**config.mk**
```make
export PLATFORM = sky130hd
export DESIGN_NAME = multdiv_sequencer
export DESIGN_NICKNAME = d
export VERILOG_FILES = /design/src/rtl/multdiv_sequencer.sv
export SDC_FILE = /design/constraint.sdc
export NUM_CORES = 1
export LEC_CHECK = 0
export BUFFER_PORTS_ARGS = -buffer_cell sky130_fd_sc_hd__buf_2
export CELL_PAD_IN_SITES_DETAIL_PLACEMENT = 2
export CELL_PAD_IN_SITES_GLOBAL_PLACEMENT = 2
export CORE_ASPECT_RATIO = 1.5
export CORE_MARGIN = 2
export CORE_UTILIZATION = 26
export CTS_CLUSTER_DIAMETER = 30
export DETAILED_ROUTE_END_ITERATION = 7
export MAX_ROUTING_LAYER = met4
export PLACE_DENSITY = 0.85
export SYNTH_ARGS = -nofsm -noshare
export SYNTH_HDL_FRONTEND = slang
export SYNTH_SLANG_ARGS = --single-unit
export TNS_END_PERCENT = 30
```
**constraint.sdc**
```tcl
create_clock -name clock -period 3 [get_ports clock]
set_input_delay 0.15 -clock clock [delete_from_list [all_inputs] [get_ports clock]]
set_output_delay 0.15 -clock clock [all_outputs]
set_load 0.1 [all_outputs]
```
**src/rtl/multdiv_sequencer.sv**
```systemverilog
// Sequencer between the DX stage and the iterative multiply/divide unit: accepts a
// mul/div, pulses the unit's start control, stalls until done, then commits via the write port.
//
//   state  | meaning
//   IDLE   | no op in flight; accept a mul/div from DX
//   ISSUE  | operands registered; start pulse high for this cycle only
//   WAIT   | counting cycles until the unit is ready or the timeout expires
//   COMMIT | requesting the register-file write port until granted
module multdiv_sequencer #(
  parameter int RSTATUS_REG  = 30,
  parameter int MUL_EXC_CODE = 4,
  parameter int DIV_EXC_CODE = 5,
  parameter int TIMEOUT      = 64
) (
  input  logic        clock,
  input  logic        reset,
  input  logic        issue_valid,
  input  logic [31:0] insn_dx,
  input  logic [31:0] op_a,
  input  logic [31:0] op_b,
  output logic [31:0] md_operandA,
  output logic [31:0] md_operandB,
  output logic        md_ctrl_mult,
  output logic        md_ctrl_div,
  input  logic [31:0] md_result,
  input  logic        md_exception,
  input  logic        md_resultRDY,
  output logic        stall,
  output logic        wb_req,
  output logic [4:0]  wb_reg,
  output logic [31:0] wb_data,
  input  logic        wb_grant,
  output logic        busy
);

  typedef enum logic [1:0] {
    IDLE   = 2'd0,
    ISSUE  = 2'd1,
    WAIT   = 2'd2,
    COMMIT = 2'd3
  } stateT;

  stateT       state;
  stateT       nextState;
  logic [4:0]  destReg;
  logic        opIsDiv;
  logic [7:0]  waitCount;

  logic        isMul;
  logic        isDiv;
  logic        accept;
  logic        timedOut;
  logic        waitDone;
  logic        doneExc;
  logic        skipCommit;
  logic        unusedInsnBits;

  assign isMul  = (insn_dx[31:27] == 5'd0) && (insn_dx[6:2] == 5'd6);
  assign isDiv  = (insn_dx[31:27] == 5'd0) && (insn_dx[6:2] == 5'd7);
  assign accept = issue_valid && (isMul || isDiv);

  // Only opcode and destination fields matter here.
  assign unusedInsnBits = ^{insn_dx[21:7], insn_dx[1:0]};

  // A ready result in the last allowed WAIT cycle beats the timeout.
  assign timedOut   = waitCount >= 8'(TIMEOUT - 1);
  assign waitDone   = md_resultRDY || timedOut;
  assign doneExc    = md_resultRDY ? md_exception : 1'b1;
  assign skipCommit = md_resultRDY && !md_exception && (destReg == 5'd0);

  assign wb_req = (state == COMMIT);
  assign busy   = (state != IDLE);

  always_comb begin
    nextState    = state;
    stall        = 1'b0;
    md_ctrl_mult = 1'b0;
    md_ctrl_div  = 1'b0;
    case (state)
      IDLE: begin
        if (accept) begin
          stall     = 1'b1;
          nextState = ISSUE;
        end
      end
      ISSUE: begin
        stall        = 1'b1;
        md_ctrl_mult = !opIsDiv;
        md_ctrl_div  = opIsDiv;
        nextState    = WAIT;
      end
      WAIT: begin
        stall = !skipCommit;
        if (waitDone) begin
          nextState = skipCommit ? IDLE : COMMIT;
        end
      end
      COMMIT: begin
        stall = !wb_grant;
        if (wb_grant) begin
          nextState = IDLE;
        end
      end
      default: nextState = IDLE;
    endcase
  end

  always_ff @(posedge clock) begin
    if (reset) begin
      state       <= IDLE;
      md_operandA <= 32'd0;
      md_operandB <= 32'd0;
      destReg     <= 5'd0;
      opIsDiv     <= 1'b0;
      waitCount   <= 8'd0;
      wb_reg      <= 5'd0;
      wb_data     <= 32'd0;
    end else begin
      state <= nextState;
      if (state == IDLE && accept) begin
        md_operandA <= op_a;
        md_operandB <= op_b;
        destReg     <= insn_dx[26:22];
        opIsDiv     <= isDiv;
        waitCount   <= 8'd0;
      end
      if (state == WAIT) begin
        if (waitCount != 8'hFF) begin
          waitCount <= waitCount + 8'd1;
        end
        // wb_reg/wb_data are loaded once here and held through COMMIT.
        if (waitDone && !skipCommit) begin
          if (doneExc) begin
            wb_reg  <= 5'(RSTATUS_REG);
            wb_data <= opIsDiv ? 32'(DIV_EXC_CODE) : 32'(MUL_EXC_CODE);
          end else begin
            wb_reg  <= destReg;
            wb_data <= md_result;
          end
        end
      end
    end
  end

endmodule

```
After elaboration in Yosys (flattened, before gate mapping)
Cells that the tools add are included.
Word-level totals
  input port bits: 134
  output and inout port bits: 106
  register bits: 117
Operators by class
  reduce and logical (&&, ||, !) cells: 19
  magnitude comparators: 1
  add/subtract/negate cells: 1
  muxes and demuxes: 16
  equality and inequality tests: 9
Operators with widths (count)
  $mux W32: 1
  $mux W8: 3
  $eq A5 B3 Y1 const B: 2
  $logic_not A5 Y1: 2
  $add A8 B1 Y8 const B: 1
  $ge A8 B6 Y1 const B: 1
  $mux W2: 4
  $ne A8 B8 Y1 const B: 1
  $pmux W2 S4: 1
  $logic_and A1 B1 Y1: 7
  $mux W1: 5
  $mux W5: 1
  $eq A2 B2 Y1 const B: 2
  $logic_not A1 Y1: 4
  $ne A2 B2 Y1 const B: 2
  $pmux W1 S4: 1
  $reduce_and A3 Y1: 1
  $eq A2 B1 Y1 const B: 1
  $logic_not A2 Y1: 1
  $logic_or A1 B1 Y1: 2
  $ne A2 B1 Y1 const B: 1
  $reduce_and A2 Y1: 1
  $reduce_bool A2 Y1: 1

Longest topological paths before layout
Gate-level depths: netlist (run 1).
  word-level depth: 8
  gate-level depth with buffers: 7

Least setup slack after synthesis (run 1)
Ideal clock, no wire load.
  path type: register to output
  from: register state[0]
  to: output port md_ctrl_mult
  data required time: 2.850 ns
  data arrival time: 2.614 ns
  stages on the path, launching flop included: 2
  setup slack: 0.236 ns
  cells stage by stage: dfxtp_1 > nor3b_1
On the way
  word-level cells in the longest chain between the ends: 2
Ends and longest elaborated chain
  from (decl): RTL line 43  | stateT state;
  from (signal assigned): RTL line 119  | state <= nextState;
  $eq A2 B1 Y1: RTL line 79  | case (state)
  $mux W1: RTL line 79
  to (decl): RTL line 23  | output logic md_ctrl_mult,
Every way passes these cells.

Worst setup path in the final report (run 1)
  from: register destReg[0]
  to: output port stall
On the way
  word-level cells in the longest chain between the ends: 4
Ends and longest elaborated chain
  from (decl): RTL line 45  | logic [4:0] destReg;
  from (signal assigned): RTL line 123  | destReg <= insn_dx[26:22];
  $logic_not A5 Y1: RTL line 69  | assign skipCommit = md_resultRDY && !md_exception && (destReg == 5'd0);
  $logic_and A1 B1 Y1: RTL line 69
  $logic_not A1 Y1: RTL line 93  | stall = !skipCommit;
  $pmux W1 S4: RTL line 79
  to (decl): RTL line 28  | output logic stall,
Every way passes these cells.

==> run metrics, run 1 <==
Fin. Hold Viols=0; MaxCap Viol Count=0; Hold Path Stages=3; pre-CTS setup slack=906 ps; die footprint=19000 um2; first-pass GRT wire length=33.1 mm; Net count, final=991; WP data required=2850 ps; Reg power frac=40.4%; #FFs+latches synth=117; Initial Utilization=26.7%; WP data arrival=2350 ps; Rel. slew slack=55.8%; fin crit share=83.4%; Port Buffers=222; Placed Cells=954; total gr overflow=0; Leak Pwr=3.18 nW; # setup viols final=0; CP Capture Type=output port; Reg area=2340 um2; remaining antenna violation count after routing=0; Syn Inst Count=549; Worst IR Drop VDD=0.241 mV; status=finished, violations left; Non-Filler Instances=1084; commonest non-fill, non-tap cell in the layout=buf_2; clock root cell=clkbuf_16; Tmin final=2500 ps; Max Transition Viols Final=0; vias per std cell=4.92; Sw Ratio=22.7%; CP max stage cell=or4_4; number of cell rows=59; H-Tree Depth=4; clk sink count=117; Worst Hold Class=input pin to flip-flop; mapped cell area=4650 um2; Top Registers=md_operandA: 32 flops, md_operandB: 32 flops, wb_data: 32 flops; Int Power=0.00297 W; Area Growth Syn to Fin=60.5%; Syn. warnings=0; FF-to-FF Start=state[1]; worst slew pin tran=657 ps; number of fill cells in the layout=1938; Worst R2R End=md_operandA[1]; origin of the worst min-delay path=op_a[5]; Netlist cell types=46; initial antenna violation count=2; crit-path cells=or4_4 > o31a_1 > a21oi_1 > nand2_1 > buf_12; Post-Layout Inst Area=7460 um2; CTS tree=built; first-pass iteration count of the detailed router=6; power density cells=515 nW/um2; total track usage=22.9%; Buf+Inv Stages, Crit Path=1; total chip power=0.00385 W; critical path fanouts, max=9; Post-synth EDFFs=0; Gate power share=6.8%; final HPWL from detailed placement=11.9 mm; pin count of the biggest net entering global routing=50; layout cells sized above 1=35.0%; syn avg cell area=8.47 um2; CTS max path bufs=2; clk_lat worst skew=410 ps; vias in the first global route=6160; I/O pin cnt=240; worst reg2reg path depth=6; Max stage delay on crit path=590 ps; Synth async-reset ratio=0%; Clk pwr share=52.7%; skew final=7.65 ps; delay-heaviest family, CP=simple AND/OR/NAND/NOR gates; fmax=400 MHz; Critical Path Start Type=flip-flop; die extent in y=168 um; Fin Setup TNS=0 ps; TritonCTS Buffers=17; hold-critical path endpoint=md_operandA[5]; Syn Nets=684; Setup Crit Path Kind=flip-flop to output port; Post-Route WL=21.1 mm; top_reg_cell synth=dfxtp_1; most frequent cells in the layout=buf_2 (221), nand2_1 (176), dfxtp_1 (117); clock transition at the registers of the reported paths=60 ps; via count=5333; Worst Slack Setup Final=497 ps; R2R Setup Slk=920 ps; failing checks=DRC; P_sw=0.000872 W; Crit path depth=5; initial DRC count=212; die width=113 um; # DRC=15; area of the multi-input gates=2060 um2; placed cell area=5910 um2; # Post-CTS Setup Buffers=0; wire per inst=19.4 um; unrepaired setup endpoints after global routing=false; sequential area share after synthesis=50.4%; placer congestion estimate=0.741; core area=17400 um2
[power by group through the flow]
stage               combinational, W  sequential [W]  clock (W)
floorplan                  0.0000503         0.00159          0
global placement            0.000150         0.00159          0
detailed placement          0.000154         0.00159          0
CTS                         0.000254         0.00155    0.00209
global route                0.000283         0.00155    0.00215
finish                      0.000262         0.00156    0.00203
[metrics by stage]
step                      utilization, %  hold slack (ps)
after floorplan                        -              286
after global placement              33.9              391
after detailed placement            33.9              400
after CTS                           42.8             3.21
after global routing                42.8             3.78
final                               42.8             3.53
[cell usage after synthesis, types with 2 or more instances]
cell type	instances	area, um2
nand2_1	176	661
dfxtp_1	117	2340
a21oi_1	80	400
o211ai_1	31	233
o21ai_2	30	263
clkbuf_1	23	86.3
buf_2	12	60.1
nand3_1	11	55.1
nor2_1	7	26.3
o21ai_0	5	25.0
a211oi_1	4	30.0
buf_6	4	45.0
a31oi_1	3	18.8
buf_12	3	60.1
nand4_1	3	18.8
nor3_1	3	15.0
or3_1	3	18.8
a21o_1	2	15.0
and2_1	2	12.5
nand2b_1	2	12.5
o21a_1	2	15.0
o311a_1	2	20.0
[what timing repair did]
action	4_1_cts	5_1_grt
endpoints found under the hold margin	96	0
gates resized for setup	0	0
hold buffers	96	0
[tightest hold or removal path, cell delays in order]
cell and delay, ps:
buf_2 90, nand2_1 50, a21oi_1 60
[routing by layer]
metal  wire length (um)  part of all wire [%]  global-route usage [%]  vias to the layer above
li1                   -                     -                       -                     2503
met1               7880                    37                    23.2                     2576
met2              11100                    53                    41.1                      203
met3               1210                   5.7                    5.94                       51
met4                845                   4.0                    10.1                        0
met5                  0                     0                       -                        -
[cell families (layout without fill, tap and decap cells)]
family                   Yosys count  count (layout)  share of synthesized area, %
AO/OA/AOI/OAI                    166             166                          23.6
other                              0               2                             0
AND/OR/NAND/NOR                  219             219                          19.9
buffers and inverters             45             365                          5.68
flip-flops                       117             117                          50.4
adder cells (fa/ha/maj)            1               1                         0.269
multiplexers                       1               1                         0.215
[how the worst max path moves through the flow]
stage | start | to | slack, ps
after floorplan | state[0] | md_ctrl_mult | 240
after global placement | destReg[0] | stall | 950
after detailed placement | destReg[0] | stall | 910
after CTS | destReg[0] | stall | 470
after global routing | destReg[0] | stall | 380
final | destReg[0] | stall | 500
[cell type report]
cell class	instances	area share (%)
flip-flops and latches	117	31.4
repair buffers	331	29.4
multi-input cells	387	27.6
clock buffers	21	6.17
well taps	213	3.57
clock inverters	11	1.68
inverters	2	0.101
diodes	2	0.0670
No activity file was read; power rests on OpenSTA's default activity.
==> run 2: changes to the inputs <==
CORE_UTILIZATION = 22   (was 26)
PLACE_DENSITY = 0.77   (was 0.85)
clock period = 2.05 ns   (was 3 ns; I/O delays follow)
==> run metrics, run 2 (same netlist as run 1, synthesis figures left out) <==
unrepaired setup endpoints after global routing=true; Worst IR Drop VDD=0.471 mV (+95%); vias per std cell=4.63 (-5.9%); Fin. Hold Viols=0 (unchanged); final HPWL from detailed placement=12.3 mm (+2.7%); clock transition at the registers of the reported paths=50 ps (about the same); first-pass iteration count of the detailed router=4 (-2); die footprint=22300 um2 (+18%); skew final=10.7 ps (+3.01 ps); wire per inst=18.2 um (-6.3%); Initial Utilization=22.3% (-4.4 points); critical path fanouts, max=2 (-7); clk sink count=117 (unchanged); Max Transition Viols Final=0 (unchanged); failing checks=setup timing; total track usage=19.5% (-3.4 points); first-pass GRT wire length=32.5 mm (-2.0%); most frequent cells in the layout=buf_2 (221), nand2_1 (175), dfxtp_1 (116); CTS tree=built; Rel. slew slack=27.0% (-29 points); commonest non-fill, non-tap cell in the layout=buf_2; pin count of the biggest net entering global routing=85 (+70%); Tmin final=2100 ps; I/O pin cnt=240 (unchanged); vias in the first global route=6033 (-2.1%); # DRC=0 (-15); Top Registers=md_operandA: 32 flops, md_operandB: 32 flops, wb_data: 32 flops; via count=5333 (unchanged); initial antenna violation count=1 (-1); Net count, final=1005 (+1.4%); WP data arrival=2000 ps (-350 ps); fin crit share=103%; pre-CTS setup slack=104 ps (-802 ps); initial DRC count=162 (-24%); MaxCap Viol Count=0 (unchanged); core area=20900 um2 (+20%); fmax=476 MHz; Fin Setup TNS=-53.0 ps (-53.0 ps); power density cells=724 nW/um2 (+40%); H-Tree Depth=4 (unchanged); Area Growth Syn to Fin=66.0%; number of fill cells in the layout=2341 (+21%); Post-Route WL=21.0 mm (-0.39%); total gr overflow=0 (unchanged); # setup viols final=1 (+1); Leak Pwr=3.27 nW (+2.8%); CP Capture Type=output port; die width=123 um (+8.4%); die extent in y=182 um (+8.5%); status=finished, violations left; layout cells sized above 1=36.2% (+1.3 points); remaining antenna violation count after routing=0 (unchanged); Worst Slack Setup Final=-53.0 ps (-550 ps); WP data required=1950 ps (-900 ps); number of cell rows=65 (+10%); Setup Crit Path Kind=flip-flop to output port; Critical Path Start Type=flip-flop; clock root cell=clkbuf_16; placer congestion estimate=0.751 (+1.4%); clk_lat worst skew=420 ps (about the same); total chip power=0.00559 W (+45%); CTS max path bufs=2 (unchanged); Port Buffers=222 (unchanged); worst slew pin tran=1090 ps (+430 ps); Worst Hold Class=input pin to flip-flop; TritonCTS Buffers=17 (unchanged)
## run 2: changes by cell type in the layout (fill, tap and decap cells not counted), sizes merged, moves of 2 or more
cell,delta
clkinv,-2
dlygate4sd3,+4
buf,+10
inv,+6
clkbuf,-3
## run 2: final timing paths
check / start / endpoint / slack (ps) / depth (start not counted)
setup reg to reg: destReg[2] / wb_data[17] / 150 / 6
setup / recovery: destReg[2] / stall / -50 / 5
hold / removal: insn_dx[23] / destReg[1] / 20 / 3
hold reg to reg: md_operandA[19] / md_operandA[19] / 450 / 2
## run 2: layer usage
layer	vias to the layer above	GRT usage [%]	routed length, um
met1	2570	19.9	7870
met5	-	-	0
met2	173	34.7	11300
met3	58	4.22	907
li1	2532	-	-
met4	0	9.47	940
## run 2: power breakdown
| group | internal [W] | total, W | switching [W] |
|---|---|---|---|
| Sequential | 0.00227 | 0.00228 | 0.000000700 |
| Clock | 0.00170 | 0.00292 | 0.00122 |
| Combinational | 0.000226 | 0.000391 | 0.000166 |
| Total | 0.00420 | 0.00559 | 0.00139 |
## run 2: repair_timing
action	CTS	global route
gates resized for setup	6	0
endpoints found under the setup margin	1	1
hold buffers	100	0
setup buffers	4	0
pin swaps	2	1
endpoints found under the hold margin	100	0
cloned	0	0
## run 2: stage by stage
| stage | cell area, um2 | std cells | util, % | hold slack (ps) |
|---|---|---|---|---|
| 2_1_floorplan | 4660 | 549 | - | 238 |
| 3_3_place_gp | 6090 | 1015 | 29.2 | 344 |
| 3_5_place_dp | 6090 | 1015 | 29.2 | 350 |
| 4_1_cts | 7720 | 1151 | 36.9 | 1.71 |
| 5_1_grt | 7720 | 1152 | 36.9 | 50.7 |
| 6_report | 7720 | 1152 | 36.9 | 20.8 |
## run 2: worst max-delay path, stage by stage, from the launching register on
cell and delay, ps:
dfxtp_2 310, or4_4 540, o31a_4 310, a21oi_4 130, nand2_2 100, buf_12 190
## run 2: area by class of cell
type | count | area, um2 | share of cell area (%)
antenna | 1 | 2.50 | 0.0324
clock buffer | 18 | 429 | 5.56
clock inverter | 14 | 140 | 1.81
inverter | 2 | 7.51 | 0.0972
multi-input combinational | 387 | 2090 | 27.0
sequential | 117 | 2340 | 30.4
tap | 268 | 335 | 4.34
timing repair buffer | 345 | 2370 | 30.8
==> run 3: changes to the inputs <==
==> constraint.sdc (replaced) <==
create_clock -name clock -period 2.05 [get_ports clock]
set_input_delay 0.1025 -clock clock [delete_from_list [all_inputs] [get_ports clock]]
set_output_delay 0.1025 -clock clock [all_outputs]
set_load 0.02 [all_outputs]
==> run metrics, run 3 (same netlist as run 1, synthesis figures left out) <==
Max stage delay on crit path=550 ps (about the same); metal3 WL=877 um (-3.3%); # DRC=0 (unchanged); Worst Hold Class=input pin to flip-flop; clock root cell=clkbuf_16; placer congestion estimate=0.739 (-1.6%); commonest non-fill, non-tap cell in the layout=buf_2; Critical Path Start Type=flip-flop; Setup Crit Path Kind=flip-flop to flip-flop; fmax=489 MHz (+2.9%); unrepaired setup endpoints after global routing=true; Fin. Hold Viols=0 (unchanged); delay-heaviest family, CP=simple AND/OR/NAND/NOR gates; most frequent cells in the layout=buf_2 (221), nand2_1 (175), dfxtp_1 (116); die footprint=22300 um2 (unchanged); core area=20900 um2 (unchanged); TritonCTS Buffers=17 (unchanged); Port Buffers=222 (unchanged); CP Capture Type=flip-flop; I/O pin cnt=240 (unchanged); power density cells=752 nW/um2 (+3.9%); CP max stage cell=or4_4; MaxCap Viol Count=0 (unchanged); # setup viols final=0 (-1); total track usage=19.6% (+0.11 points); Initial Utilization=22.3% (unchanged); CTS max path bufs=2 (unchanged); Worst IR Drop VDD=0.509 mV (+8.1%); layout cells sized above 1=36.0% (-0.23 points); fin crit share=99.7% (-2.9 points); skew final=11.3 ps (+0.623 ps); worst slew pin tran=578 ps (-510 ps); WP data arrival=2320 ps (+320 ps); Net count, final=1005 (unchanged); via count=5349 (+0.30%); Max Transition Viols Final=0 (unchanged); initial antenna violation count=5 (+4); vias per std cell=4.63 (about the same); remaining antenna violation count after routing=0 (unchanged); number of fill cells in the layout=2310 (-1.3%); met1 wire length=7.97 mm (+1.3%); CTS tree=built; WP data required=2330 ps (+380 ps); Post-Route WL=21.1 mm (+0.44%); H-Tree Depth=4 (unchanged); crit-path cells=or4_4 > o31a_4 > a21oi_4 > buf_4 > buf_4 > buf_4 > buf_4 > buf_4 > buf_4 > nor2_1; Leak Pwr=3.27 nW (+0.11%); number of cell rows=65 (unchanged); clk sink count=117 (unchanged); CP most frequent cell=buf_4; Area Growth Syn to Fin=66.7%; wire per inst=18.2 um (about the same); Tmin final=2040 ps (-60.0 ps); critical path fanouts, max=2 (unchanged); die width=123 um (unchanged); Rel. slew slack=61.0% (+34 points); die extent in y=182 um (unchanged); status=finished clean; highest metal used=met4; Top Registers=md_operandA: 32 flops, md_operandB: 32 flops, wb_data: 32 flops; final HPWL from detailed placement=12.1 mm (-1.3%); first-pass GRT wire length=33.0 mm (+1.6%); first-pass iteration count of the detailed router=4 (unchanged); clk_lat worst skew=420 ps (about the same); Buf+Inv Stages, Crit Path=6 (+5); pin count of the biggest net entering global routing=71 (-16%); met2 wire length=11.7 mm (+3.3%); total chip power=0.00583 W (+4.3%); clock transition at the registers of the reported paths=60 ps (about the same); Post-Layout Inst Area=7750 um2 (+0.39%); placed cell area=6020 um2 (-1.3%); vias in the first global route=6083 (+0.83%); total gr overflow=0 (unchanged); initial DRC count=162 (unchanged)
-- run 3: cell types whose count changed in the layout (fill, tap and decap cells not counted), sizes merged --
| cell | delta |
|---|---|
| bufinv | +3 |
| diode | +4 |
| clkinv | +3 |
| dlygate4sd3 | +1 |
| buf | -1 |
| inv | -7 |
| clkbuf | +1 |
-- run 3: routing by layer --
layer  up-vias  global-route usage, %
li1       2541                      -
met1      2602                   19.9
met2       170                   36.1
met3        36                   3.69
met4         0                   7.95
met5         -                      -
-- run 3: worst paths after layout --
check                       from              to  slack (ps)  cells past startpoint
setup / recovery      destReg[1]        state[1]           7                     10
hold / removal      md_result[0]      wb_data[0]          70                      3
setup reg to reg      destReg[1]        state[1]           7                     10
hold reg to reg   md_operandA[1]  md_operandA[1]         450                      2
-- run 3: area by class of cell --
cell class	count	area, um2	share of cell area [%]
clock buffers	19	433	5.59
clock inverters	13	181	2.34
repair buffers	345	2360	30.4
diodes	5	12.5	0.161
inverters	2	7.51	0.0969
flip-flops and latches	117	2340	30.2
well taps	268	335	4.33
multi-input cells	387	2080	26.9
-- run 3: where the power goes --
| part | switching, W | internal (W) | total [W] |
|---|---|---|---|
| sequential | 0.000000717 | 0.00228 | 0.00228 |
| clock | 0.00113 | 0.00203 | 0.00316 |
| combinational | 0.000162 | 0.000228 | 0.000390 |
| total | 0.00129 | 0.00453 | 0.00583 |
-- run 3: worst register-to-register path: cells and delay by family (launching register included) --
family	cells	cell delay, ps
buffers and inverters	6	570
AO/OA/AOI/OAI	2	440
flip-flops	1	320
AND/OR/NAND/NOR	2	590
-- run 3: repair_timing --
action / CTS / global route
hold endpoints to repair: 101 / 0
pin swaps: 2 / 1
endpoints found under the setup margin: 1 / 3
hold buffers: 101 / 0
gates resized for setup: 7 / 2
buffers inserted: 8 / 0
-- run 3: through the flow --
step                      TNS, ps  util, %  worst slack, ps  hold slack [ps]  std cells
final                           0     37.1             7.01             74.1       1156
after floorplan                 0        -              401              238        549
after detailed placement        0     28.8             64.7              350       1010
after global placement          0     28.8             97.4              344       1010
after global routing         -120     37.1            -65.5             99.3       1156
after CTS                   -53.5     37.0            -53.5             62.8       1151
